==> src/rtl/load_store_unit.sv <==
// load_store_unit
//   Multi-cycle initiator between the core's execute/memory stage and the
//   data port of a unified word-wide memory. It takes one load/store at a time,
//   using RISC-V funct3 encoding. Loads get byte-lane extraction with sign or
//   zero extension. sb/sh are done as read-modify-write. Misaligned, illegal or
//   out-of-range requests are answered with an error and never touch memory.
//
// Ports
//   clk, reset           rising-edge clock, synchronous active-high reset
//   req_valid/req_ready  request handshake; ready only while IDLE
//   req_write            1 = store, 0 = load
//   req_funct3           000 B, 001 H, 010 W, 100 BU, 101 HU
//   req_addr, req_wdata  byte address and store data
//   rsp_valid            one-cycle response pulse (no backpressure)
//   rsp_rdata, rsp_err   load result / error flag, held until the next response
//   MemRead, MemWrite    memory strobes; memory writes on the same rising edge
//   data_addr, data_in   word-aligned address and full write word
//   data_out             combinational memory read data (only used in READ)
//   dbg_state            current FSM state (IDLE=0, READ=1, WRITE=2, RESP=3)
//
// Handshake: a request transfers on a rising edge where req_valid && req_ready.
// req_ready is high only in IDLE and never during reset. Requests presented
// outside IDLE are ignored, not queued. The requester must hold its fields
// until the transfer edge. Responses cannot be stalled: rsp_valid is high for
// exactly one cycle per accepted request, and responses come back in order.

module load_store_unit #(
  parameter int MEM_WORDS = 256
) (
  input  logic        clk,
  input  logic        reset,
  input  logic        req_valid,
  output logic        req_ready,
  input  logic        req_write,
  input  logic [2:0]  req_funct3,
  input  logic [31:0] req_addr,
  input  logic [31:0] req_wdata,
  output logic        rsp_valid,
  output logic [31:0] rsp_rdata,
  output logic        rsp_err,
  output logic        MemRead,
  output logic        MemWrite,
  output logic [31:0] data_addr,
  output logic [31:0] data_in,
  input  logic [31:0] data_out,
  output logic [1:0]  dbg_state
);

  typedef enum logic [1:0] {
    S_IDLE  = 2'd0,
    S_READ  = 2'd1,
    S_WRITE = 2'd2,
    S_RESP  = 2'd3
  } state_t;

  localparam logic [29:0] WORD_LIMIT = 30'(MEM_WORDS);

  state_t      state_q, state_d;
  logic        write_q, write_d;
  logic [2:0]  funct3_q, funct3_d;
  logic [1:0]  lane_q, lane_d;      // addr[1:0] of the latched request
  logic [15:0] wdata_q, wdata_d;    // only the low half is needed after accept
  logic        rsp_valid_q, rsp_valid_d;
  logic [31:0] rsp_rdata_q, rsp_rdata_d;
  logic        rsp_err_q, rsp_err_d;
  logic        mem_read_q, mem_read_d;
  logic        mem_write_q, mem_write_d;
  logic [31:0] data_addr_q, data_addr_d;
  logic [31:0] data_in_q, data_in_d;

  // Request checks, evaluated on the live request fields at accept.
  logic f3_illegal;
  logic misaligned;
  logic out_of_range;
  logic req_err;

  always_comb begin
    if (req_write) begin
      f3_illegal = req_funct3[2] || (req_funct3[1:0] == 2'b11);
    end else begin
      f3_illegal = (req_funct3[1:0] == 2'b11) || (req_funct3 == 3'b110);
    end
    misaligned = ((req_funct3[1:0] == 2'b01) && req_addr[0]) ||
                 ((req_funct3[1:0] == 2'b10) && (req_addr[1:0] != 2'b00));
    out_of_range = (req_addr[31:2] >= WORD_LIMIT);
    req_err = f3_illegal || misaligned || out_of_range;
  end

  // Load lane extraction from the word returned in READ.
  logic [7:0]  sel_byte;
  logic [15:0] sel_half;
  logic [31:0] load_data;

  always_comb begin
    sel_byte = data_out[7:0];
    case (lane_q)
      2'd0: sel_byte = data_out[7:0];
      2'd1: sel_byte = data_out[15:8];
      2'd2: sel_byte = data_out[23:16];
      2'd3: sel_byte = data_out[31:24];
      default: sel_byte = data_out[7:0];
    endcase
    sel_half = lane_q[1] ? data_out[31:16] : data_out[15:0];
    case (funct3_q)
      3'b000:  load_data = {{24{sel_byte[7]}}, sel_byte};
      3'b001:  load_data = {{16{sel_half[15]}}, sel_half};
      3'b100:  load_data = {24'd0, sel_byte};
      3'b101:  load_data = {16'd0, sel_half};
      default: load_data = data_out;
    endcase
  end

  // Read-modify-write merge for sb/sh: replace only the addressed lane.
  logic [31:0] merged_word;

  always_comb begin
    merged_word = data_out;
    if (funct3_q[0]) begin
      if (lane_q[1]) merged_word[31:16] = wdata_q;
      else           merged_word[15:0]  = wdata_q;
    end else begin
      case (lane_q)
        2'd0: merged_word[7:0]   = wdata_q[7:0];
        2'd1: merged_word[15:8]  = wdata_q[7:0];
        2'd2: merged_word[23:16] = wdata_q[7:0];
        2'd3: merged_word[31:24] = wdata_q[7:0];
        default: merged_word = data_out;
      endcase
    end
  end

  // Next-state logic. Memory strobes and the response pulse are registered,
  // so each is computed one state ahead of the cycle in which it appears.
  always_comb begin
    state_d     = state_q;
    write_d     = write_q;
    funct3_d    = funct3_q;
    lane_d      = lane_q;
    wdata_d     = wdata_q;
    rsp_valid_d = 1'b0;
    rsp_rdata_d = rsp_rdata_q;
    rsp_err_d   = rsp_err_q;
    mem_read_d  = 1'b0;
    mem_write_d = 1'b0;
    data_addr_d = data_addr_q;
    data_in_d   = data_in_q;

    case (state_q)
      S_IDLE: begin
        if (req_valid) begin
          write_d  = req_write;
          funct3_d = req_funct3;
          lane_d   = req_addr[1:0];
          wdata_d  = req_wdata[15:0];
          if (req_err) begin
            // Rejected requests skip memory entirely; data_addr keeps the
            // address of the last real access.
            state_d     = S_RESP;
            rsp_valid_d = 1'b1;
            rsp_err_d   = 1'b1;
            rsp_rdata_d = 32'd0;
          end else if (req_write && (req_funct3 == 3'b010)) begin
            state_d     = S_WRITE;
            mem_write_d = 1'b1;
            data_addr_d = {req_addr[31:2], 2'b00};
            data_in_d   = req_wdata;
          end else begin
            // Loads and sub-word stores both start by reading the word.
            state_d     = S_READ;
            mem_read_d  = 1'b1;
            data_addr_d = {req_addr[31:2], 2'b00};
          end
        end
      end
      S_READ: begin
        if (write_q) begin
          state_d     = S_WRITE;
          mem_write_d = 1'b1;
          data_in_d   = merged_word;
        end else begin
          state_d     = S_RESP;
          rsp_valid_d = 1'b1;
          rsp_err_d   = 1'b0;
          rsp_rdata_d = load_data;
        end
      end
      S_WRITE: begin
        state_d     = S_RESP;
        rsp_valid_d = 1'b1;
        rsp_err_d   = 1'b0;
        rsp_rdata_d = 32'd0;
      end
      S_RESP: begin
        state_d = S_IDLE;
      end
      default: begin
        state_d = S_IDLE;
      end
    endcase
  end

  always_ff @(posedge clk) begin
    if (reset) begin
      state_q     <= S_IDLE;
      write_q     <= 1'b0;
      funct3_q    <= 3'd0;
      lane_q      <= 2'd0;
      wdata_q     <= 16'd0;
      rsp_valid_q <= 1'b0;
      rsp_rdata_q <= 32'd0;
      rsp_err_q   <= 1'b0;
      mem_read_q  <= 1'b0;
      mem_write_q <= 1'b0;
      data_addr_q <= 32'd0;
      data_in_q   <= 32'd0;
    end else begin
      state_q     <= state_d;
      write_q     <= write_d;
      funct3_q    <= funct3_d;
      lane_q      <= lane_d;
      wdata_q     <= wdata_d;
      rsp_valid_q <= rsp_valid_d;
      rsp_rdata_q <= rsp_rdata_d;
      rsp_err_q   <= rsp_err_d;
      mem_read_q  <= mem_read_d;
      mem_write_q <= mem_write_d;
      data_addr_q <= data_addr_d;
      data_in_q   <= data_in_d;
    end
  end

  // Strobes are gated by reset so a reset landing in WRITE blocks that
  // edge's memory write instead of waiting for the registers to clear.
  assign MemRead   = mem_read_q && !reset;
  assign MemWrite  = mem_write_q && !reset;
  assign req_ready = (state_q == S_IDLE) && !reset;
  assign rsp_valid = rsp_valid_q;
  assign rsp_rdata = rsp_rdata_q;
  assign rsp_err   = rsp_err_q;
  assign data_addr = data_addr_q;
  assign data_in   = data_in_q;
  assign dbg_state = state_q;

endmodule

==> config.mk <==
export PLATFORM = sky130hd
export DESIGN_NAME = load_store_unit
export DESIGN_NICKNAME = d
export VERILOG_FILES = /design/src/rtl/load_store_unit.sv
export SDC_FILE = /design/constraint.sdc
export NUM_CORES = 1
export LEC_CHECK = 0
export ABC_AREA = 1
export CORE_ASPECT_RATIO = 1.75
export CORE_MARGIN = 8
export CORE_UTILIZATION = 51
export CTS_CLUSTER_DIAMETER = 150
export DETAILED_ROUTE_END_ITERATION = 8
export PLACE_DENSITY_LB_ADDON = 0.08
export SLEW_MARGIN = 20
export SYNTH_ARGS = -nofsm -noshare
export SYNTH_HDL_FRONTEND = slang
export SYNTH_SLANG_ARGS = --single-unit
==> constraint.sdc <==
create_clock -name clk -period 4.6 [get_ports clk]
set_input_delay 0.46 -clock clk [delete_from_list [all_inputs] [get_ports clk]]
set_output_delay 0.46 -clock clk [all_outputs]
set_load 0.01 [all_outputs]
# Word level (Yosys, flattened, before mapping)
# Cells that the tools add are included.
# op_classes
order_cmp,1
n_reduce_logical,23
muxes,39
bitwise,3
n_eq_ne,20
# op_table
op,n
2-to-1 mux 32 bit,8
case mux 32 bit (4 select lines),1
case mux 32 bit (3 select lines),1
case mux 32 bit (2 select lines),1
2-to-1 mux 16 bit,3
2-to-1 mux 8 bit,4
case mux 8 bit (4 select lines),1
"greater-or-equal comparator 30 x 9 -> 1 bit, second input constant",1
2-to-1 mux 1 bit,13
"equality test 2 bit, second input constant",6
"!= test 2 bit, second input constant",6
"equality test 3 bit, second input constant",3
case mux 2 bit (4 select lines),1
"equality test 2 x 1 -> 1 bit, second input constant",3
logical AND 1 bit,6
2-to-1 mux 2 bit,3
case mux 1 bit (3 select lines),2
logical OR 1 bit,5
AND reduction 5 bit,1
logical NOT 2 bit,2
AND reduction 4 bit,1
nonzero test 2 bit,2
OR reduction 4 bit,1
"equality test 3 x 1 -> 1 bit, second input constant",1
8 further kinds,10
# totals
output_inout_bits,103
ff_bits,122
in_bits,103
elab_cells,98

# Longest topological paths before layout
# depth
depth_word,8
depth_mapped,13
depth_no_buf,11

# Least setup slack after synthesis
# No wires, ideal clock.
# synth_path
path_kind,register -> register
start,register state_q[0] (netlist: dbg_state[0])
end,register data_in_q[2] (netlist: data_in[2])
slack_ns,2.669
path_stages_with_launch,13
n_path_buf,2
setup_ns,0.113
arrival_ns,1.818
synth_period_minus_slack_ns,1.931
required_ns,4.487
cell_sequence,dfxtp_1 -> inv_1 -> ha_1 -> buf_2 -> inv_2 -> nor2_2 -> inv_2 -> o211ai_1 -> a21oi_4 -> nand2_4 -> buf_2 -> nor2_1 -> nor2_1
# synth_between
elab_chain_len,3
elab_cells_between_ends,9
classes_between,eq/ne (5); mux (1); reduce/logical (3)
# synth_rtl
item,line_no,source
from (decl),58,"state_t state_q, state_d;"
from (signal assigned),217,state_q <= state_d;
equality test 2 x 1 -> 1 bit or logical NOT 2 bit (tied branches),148,case (state_q)
!= test 2 bit (no source line) or nonzero test 2 bit (tied branches),n/a,
AND reduction 5 bit (no source line),n/a,
to (signal assigned),228,data_in_q <= data_in_d;
to (decl),69,"logic [31:0] data_in_q, data_in_d;"
# Parallel ways exist; a longest one is shown, timed or not.
# A chain may end at the register's enable or synchronous reset.

# Final worst setup path
# layout_path
start,register state_q[1] (netlist: dbg_state[1])
end,register data_in_q[24] (netlist: data_in[24])
# The elaborated chain is that of the path after synthesis.

==> impl_metrics.tcl <==
set metrics [dict create \
    power_frac_comb_pct 35.8 \
    critPathCaptureType "register" \
    diodes 0 \
    yosys-top-cells-area "dfxtp_1, nor2_1, nand2_1, o21ai_0, a21oi_1" \
    drt_iter0_drc 566 \
    power.density_mw_per_mm2 455.8 \
    hp-class "register to register" \
    drt_pass1_iterations 5 \
    drc 0 \
    status "finished clean" \
    cts_resized 0 \
    cts_tree "done" \
    relSlewSlack_pct 40.08 \
    numClockSinks 122 \
    track_usage_pct 26.11 \
    gp_congestion 0.9683 \
    p_seq_share_pct 31.2 \
    p_clk_share_pct 33.0 \
    drive_gt1_share_pct 4.901 \
    synth_top_area_cell "dfxtp_1" \
    final_cell_mix "nor2_1, clkdlybuf4s50_1, nand2_1, o21ai_0, inv_1" \
    rows 55 \
    worstHoldStart "data_addr[11]" \
    rsz0062_at_grt "no" \
    postCtsSetupBuffers 0 \
    pre_cts_slack_ps 1616 \
    syn_avg_cell_area_um2 6.136 \
    cts.hold.buffers_added 0 \
    initial_core_util_pct 51.93 \
    syn_to_final_growth_pct 38.66 \
    fin_crit_sh_pct 63.23 \
    hold_viol 0 \
    worstSkewPairLatency_ps 420 \
    synth_seq_cells 122 \
    ios 206 \
    htreeDepth 4 \
    synth_cell_types 30 \
    ant_nets 0 \
    required_ps 4950 \
    internal_power_mw 2.699 \
    die-height_um 167.8 \
    synth_area_mm2 0.006719 \
    routed_via_density 5.240 \
    slew_violations 0 \
    dieArea_mm2 0.01725 \
    clock_skew_ps 8.814 \
    peakVddDrop_mv 0.3071 \
    crit_type "register to register" \
    fmax_ghz 0.3438 \
    tightest_slew_ps 895.5 \
    clockRootBuffer "clkbuf_16" \
    grt_pass1_wl_um 35490 \
    min_period_ps 2909 \
    cp_max_fo 46 \
    portBuffers 203 \
    routed_wl_um 22480 \
    setup-violations-final 0 \
    place_hpwl_um 16590 \
    clkTransAtPathRegs_ps 60 \
    die_w_um 102.8 \
    switching_power_mw 1.548 \
    fin_ws_ps 1691 \
    r2r_start "dbg_state[1]" \
    p_sw_share_pct 36.45 \
    power_leakage_nw 4.158 \
    netlist_instances 1095 \
    final_common_cell "nor2_1" \
    grt_pass1_vias 7284 \
    wl_per_cell_um 15.65 \
    cts_buffers 17 \
    clockBufferDepth 2 \
    maxCapViolCount 0 \
    critPathArrivalTime_ps 3260 \
    overflow 0 \
    critPathLaunchType "register" \
    num_vias 7524 \
    fin_setup_tns_ps 0 \
    nNetsFinal 1360 \
    startpoint "dbg_state[1]" \
    antenna_found_initial 0 \
    ys_seq_area_share_pct 36.35 \
    yosys_warnings 0 \
    grt_max_degree 91 \
    core_area_mm2 0.01294 \
    synth_top_area_share_pct 36.35 \
]
## flip-flops by register name, indices dropped and copies added (netlist names)
signal	flops
rsp_err	1
data_in	32
mem_write_q	1
data_addr	30
funct3_q	3
rsp_rdata	32
write_q	1
rsp_valid	1
lane_q	2
dbg_state	2
mem_read_q	1
wdata_q	16
## kinds of logic after synthesis
| family | count (synthesis) | synth area share, % |
|---|---|---|
| flops | 122 | 36.35 |
| compound gates | 261 | 20.20 |
| other cells | 1 | 0.05581 |
| simple gates | 497 | 30.04 |
| buf+inv | 209 | 12.42 |
| fa+ha+maj | 5 | 0.9311 |
## stage by stage
| stage | hold slack, ps | cells | utilization (%) | instance area [um^2] | total power [mW] |
|---|---|---|---|---|---|
| floorplan | 440.5 | 1096 | - | 6723 | 2.296 |
| global placement | 443.6 | 1404 | 67.25 | 8701 | 2.834 |
| detailed placement | 448.6 | 1404 | 67.25 | 8701 | 2.853 |
| CTS | 459.3 | 1436 | 72.00 | 9315 | 4.264 |
| global route | 472.7 | 1436 | 72.01 | 9316 | 4.514 |
| finish | 456.6 | 1436 | 72.01 | 9316 | 4.247 |
## worst paths after layout
path / endpoint / slack, ps / depth (start not counted)
worst max-delay path: data_in[24] / 1690 / 10
worst min-delay path: data_addr[11] / 460 / 2
worst max register to register: data_in[24] / 1690 / 10
worst min register to register: data_addr[11] / 460 / 2
## worst max-delay path: stages (launching register included)
cell	delay [ps]
dfxtp_1	410
inv_1	110
ha_2	390
inv_1	370
or2_1	180
o211ai_1	140
a21oi_4	470
nand2_4	360
nand2_1	150
nand2_1	70
nor2_1	150
## routing by layer
layer	global-route usage (%)	share of wire (%)	vias to the layer above
met5	0	0	-
met4	16.21	5.4	0
met3	7.972	9.2	77
met2	43.47	48	321
met1	27.75	37	3334
li1	-	-	3792
## power groups by stage
| stage | clock (mW) | sequential [mW] | combinational [mW] |
|---|---|---|---|
| floorplan | 0 | 1.38 | 0.918 |
| global placement | 0 | 1.34 | 1.49 |
| detailed placement | 0 | 1.35 | 1.51 |
| CTS | 1.42 | 1.32 | 1.52 |
| global route | 1.46 | 1.35 | 1.70 |
| finish | 1.40 | 1.33 | 1.52 |
## synth_stat cells
master / number
a21oi_1: 101
clkinv_1: 1
buf_2: 17
nand2_2: 5
inv_4: 1
nand2_4: 1
nor2_1: 207
or2_1: 1
inv_2: 8
inv_1: 127
buf_1: 5
nor2_4: 1
o21ai_0: 128
nor3_1: 1
nor3b_2: 1
buf_4: 3
buf_6: 2
dfxtp_1: 122
nand4_1: 2
a31oi_1: 24
nand2_1: 196
clkbuf_1: 45
a21oi_4: 1
o21ai_1: 3
nor2_2: 4
nand3_1: 78
o211ai_1: 3
conb_1: 1
ha_1: 5
a22oi_1: 1
## cell type report
cell class	instances	area, um^2
Clock buffer	17	425.4
Fill cell	1195	3621
Multi-Input combinational cell	765	3448
Sequential cell	122	2444
Timing Repair Buffer	209	2077
Inverter	137	519.2
Clock inverter	15	188.9
Tap cell	171	214.0
Power figures use the tool's default switching activity.
==> variant 1: new RTL, same settings <==
Take the reset off `data_in_q` and load it in a clocked block of its own.
--- a/src/rtl/load_store_unit.sv
+++ b/src/rtl/load_store_unit.sv
@@ -214,3 +214,2 @@
       data_addr_q <= 32'd0;
-      data_in_q   <= 32'd0;
     end else begin
@@ -227,4 +226,7 @@
       data_addr_q <= data_addr_d;
-      data_in_q   <= data_in_d;
     end
+  end
+
+  always_ff @(posedge clk) begin
+    data_in_q <= data_in_d;
   end
Function: changed (a bounded check fails within 4 cycles, from zero or initial values and one cycle with reset high).
==> variant 1 against the original RTL <==
First-iteration DRC count fell by 11%. Power rose by 26%. Sequential share of layout area rose by 4.1 points. Worst setup slack improved by 67 ps. Clock power fell by 6%. Final area fell by 2.1%. Maximum frequency rose by 2.4%. Sequential cell count did not move. Wire length fell by 1.9%. Core utilization fell by 0.34 points. Cell count fell by 8.4%. Non-clock buffer count did not move. Area after synthesis fell by 2.6%. Critical path type unchanged. Largest power group unchanged.
==> variant 1: results (changes against the original RTL) <==
status complete, no violations; Clk power 1320 µW (-6%); Vias per Instance 5.41 (+3.2%); Static Leak 0.00369 µW (-11%); Largest delay share family, worst path adder cells; met1 WL 7840 µm (-5.8%); CP max FO 42 (-8.7%); global-route wire length before repair 33900 µm (-4.5%); fmax 352 MHz (+2.4%); switching share of power 0.403 (+0.0381); GP Congestion 0.888 (-8.3%); grt met1 use 0.276 (-0.00194); Slowest-stage cell, CP ha_2; hold_sp data_addr[20]; drt wl/cell 16.8 µm (+7.2%); CP arrival 2920 ps (-340 ps); initial DRC count 502 (-11%); P_comb 2350 µW (+55%); Total GRT Usage 0.260 (-0.00118); critical path capture point data_in[27]; dpl hpwl 15800 µm (-4.9%); met3 Use GR 0.0634 (-0.0163); most frequent cells after synthesis nand2_1 (203), nor2_1 (155), o21ai_0 (120); Worst VDD drop 0.321 mV (+4.5%); Worst R2R Start dbg_state[0]; initial antenna violation count 2 (+2); layout cells sized above 1 0.0508 (+0.00178); clk_skew 9.91 ps (+1.10 ps); Reg2Reg Depth 5 (-5); number of iterations in the first detailed-routing pass 6 (+1); vias in the first global route 6623 (-9.1%); post-layout total power 5360 µW (+26%); Worst slew margin 0.277 (-0.123); Cell variety after synth 35 (+17%)
## variant 1: cell families (layout without fill, tap and decap cells)
kind of cell    after synthesis  in the layout  share of synthesized area
other cells                   1              4                   0.000573
fa+ha+maj                     5              5                    0.00956
simple gates                396            396                      0.241
compound gates              267            267                      0.217
buf+inv                     173            350                      0.110
flops                       122            122                      0.422
## variant 1: layout make-up
| class | instances | area [µm²] | area share |
|---|---|---|---|
| diodes | 2 | 5.00 | 0.000548 |
| flip-flops and latches | 122 | 2760 | 0.303 |
| multi-input cells | 670 | 3080 | 0.337 |
| well taps | 171 | 214 | 0.0234 |
| inverters | 109 | 409 | 0.0448 |
| repair buffers | 209 | 2080 | 0.228 |
| clock buffers | 17 | 425 | 0.0466 |
| clock inverters | 15 | 151 | 0.0166 |
## variant 1: through the flow
stage,utilization,instances,instance area (µm²)
6_report,0.717,1315,9130
5_1_grt,0.717,1315,9130
4_1_cts,0.716,1313,9120
3_5_place_dp,0.671,1281,8540
3_3_place_gp,0.671,1281,8540
2_1_floorplan,-,965,6550
==> variant 2: new RTL, same settings <==
Made on the original files. The parameter `MEM_WORDS` goes from 256 to 192.
--- a/src/rtl/load_store_unit.sv
+++ b/src/rtl/load_store_unit.sv
@@ -27,3 +27,3 @@
 module load_store_unit #(
-  parameter int MEM_WORDS = 256
+  parameter int MEM_WORDS = 192
 ) (
Check against the original RTL: not equivalent (a bounded check fails within 4 cycles, from zero or initial values and one cycle with reset high).
==> variant 2 against the original RTL <==
Sequential cell count is the same. Sequential share of layout area grew 0.074 points. Critical path type unchanged. Wire length decreased by 0.70%. Cell count decreased by 2.0%. Power increased by 2.3%. Worst setup slack improved by 50 ps. Area after synthesis down 1.0%. First-iteration DRC count is 21% lower. Core utilization is 0.18 points higher. Worst hold slack got worse by 3.1 ps. Clock power grew 9%. Via count fell by 1.6%. Critical path depth is the same. Final area down 0.28%.
==> variant 2: results (changes against the original RTL) <==
status complete, no violations; number of iterations in the first detailed-routing pass 7 (+2); fillers 1078 (-9.8%); Static Leak 0.00413 µW (-0.69%); DR WL met3 2060 µm (-0.87%); dpl hpwl 16400 µm (-1.3%); worst-margin pin slew 953 ps (+57.3 ps); met2 WL 11000 µm (+1.6%); Chip Width 102 µm (-0.44%); largest net degree at the start of global routing 76 (-16%); layout cells sized above 1 0.0454 (-0.00363); initial DRC count 447 (-21%); period utilisation layout 0.621 (-0.0110); #MultiIn Comb 733 (-4.2%); Post-synth top flop dfxtp_1; met3 Use GR 0.0781 (-0.00164); Total GRT Usage 0.264 (+0.00254); vias 7400 (-1.6%); hold_sp data_addr[22]; CP max stage delay 510 ps (+40 ps); CP arrival 3210 ps (-50 ps); grt met1 use 0.281 (+0.00323); drt wl/cell 15.9 µm (+1.3%); final net count 1329 (-2.3%); Psw 1540 µW (-0.43%); dpl cell area 0.00862 mm² (-0.89%); Seq pwr share 0.308 (-0.004); combinational power share 0.344 (-0.014); most frequent cells after synthesis nor2_1 (181), nand2_1 (180), a21oi_1 (139); Worst VDD drop 0.454 mV (+48%); sequential share of cell area 0.263 (+0.000742); Place WS 1770 ps (+155 ps); clk_skew 11.6 ps (+2.77 ps); bufs w/o clock 210 (+0.48%); largest cells by area after synthesis dfxtp_1 (37%), a21oi_1 (10%), nor2_1 (10%); global-route wire length before repair 35800 µm (+0.93%); vias in the first global route 7153 (-1.8%); CP max FO 52 (+13%); R2R setup slack 1740 ps (+50 ps); register area share after synthesis 0.367 (+0.00383); worst hold slack 453 ps (-3.09 ps); hold crit path type reg -> reg; met2 GRT Util 0.448 (+0.0132); DP Cell Count 1373 (-2.2%); Cell Count, Final, Fillers Out 1407 (-2.0%); multi-input combinational area share 0.361 (-0.00905); clock-cell share of area 0.0712 (+0.00530); hold path endpoint data_addr[22]; Slowest-stage cell, CP a21oi_2; Antenna Diode Count 2 (+2); syn_area_per_cell 6.25 µm² (+1.9%); met1 WL 8240 µm (-0.96%)
variant 2: cell types whose count changed after synthesis, sizes merged, moves of 2 or more:
| cell | before | now |
|---|---|---|
| nand2 | 202 | 184 |
| o21ai | 131 | 116 |
| buf | 27 | 29 |
| a31oi | 24 | 26 |
| nor2 | 212 | 184 |
| clkbuf | 45 | 43 |
| nand3 | 78 | 55 |
| a21oi | 102 | 140 |
| nor3 | 1 | 8 |
| o21a | 0 | 2 |
variant 2: worst min-delay path, delay by kind of cell, from the launching register on:
kind | cells | cell delay [ps]
flops | 1 | 310
simple gates | 1 | 70
buf+inv | 1 | 40
variant 2: cells by family (layout without fill, tap and decap cells):
group                      after synthesis  in the layout  share of synthesized area
adders and majority gates                5              5                    0.00941
AOI/OAI and AO/OA                      288            288                      0.225
DFF                                    122            122                      0.367
other                                    1              4                   0.000564
and+or+nand+nor                        438            438                      0.268
buffers and inverters                  209            379                      0.129
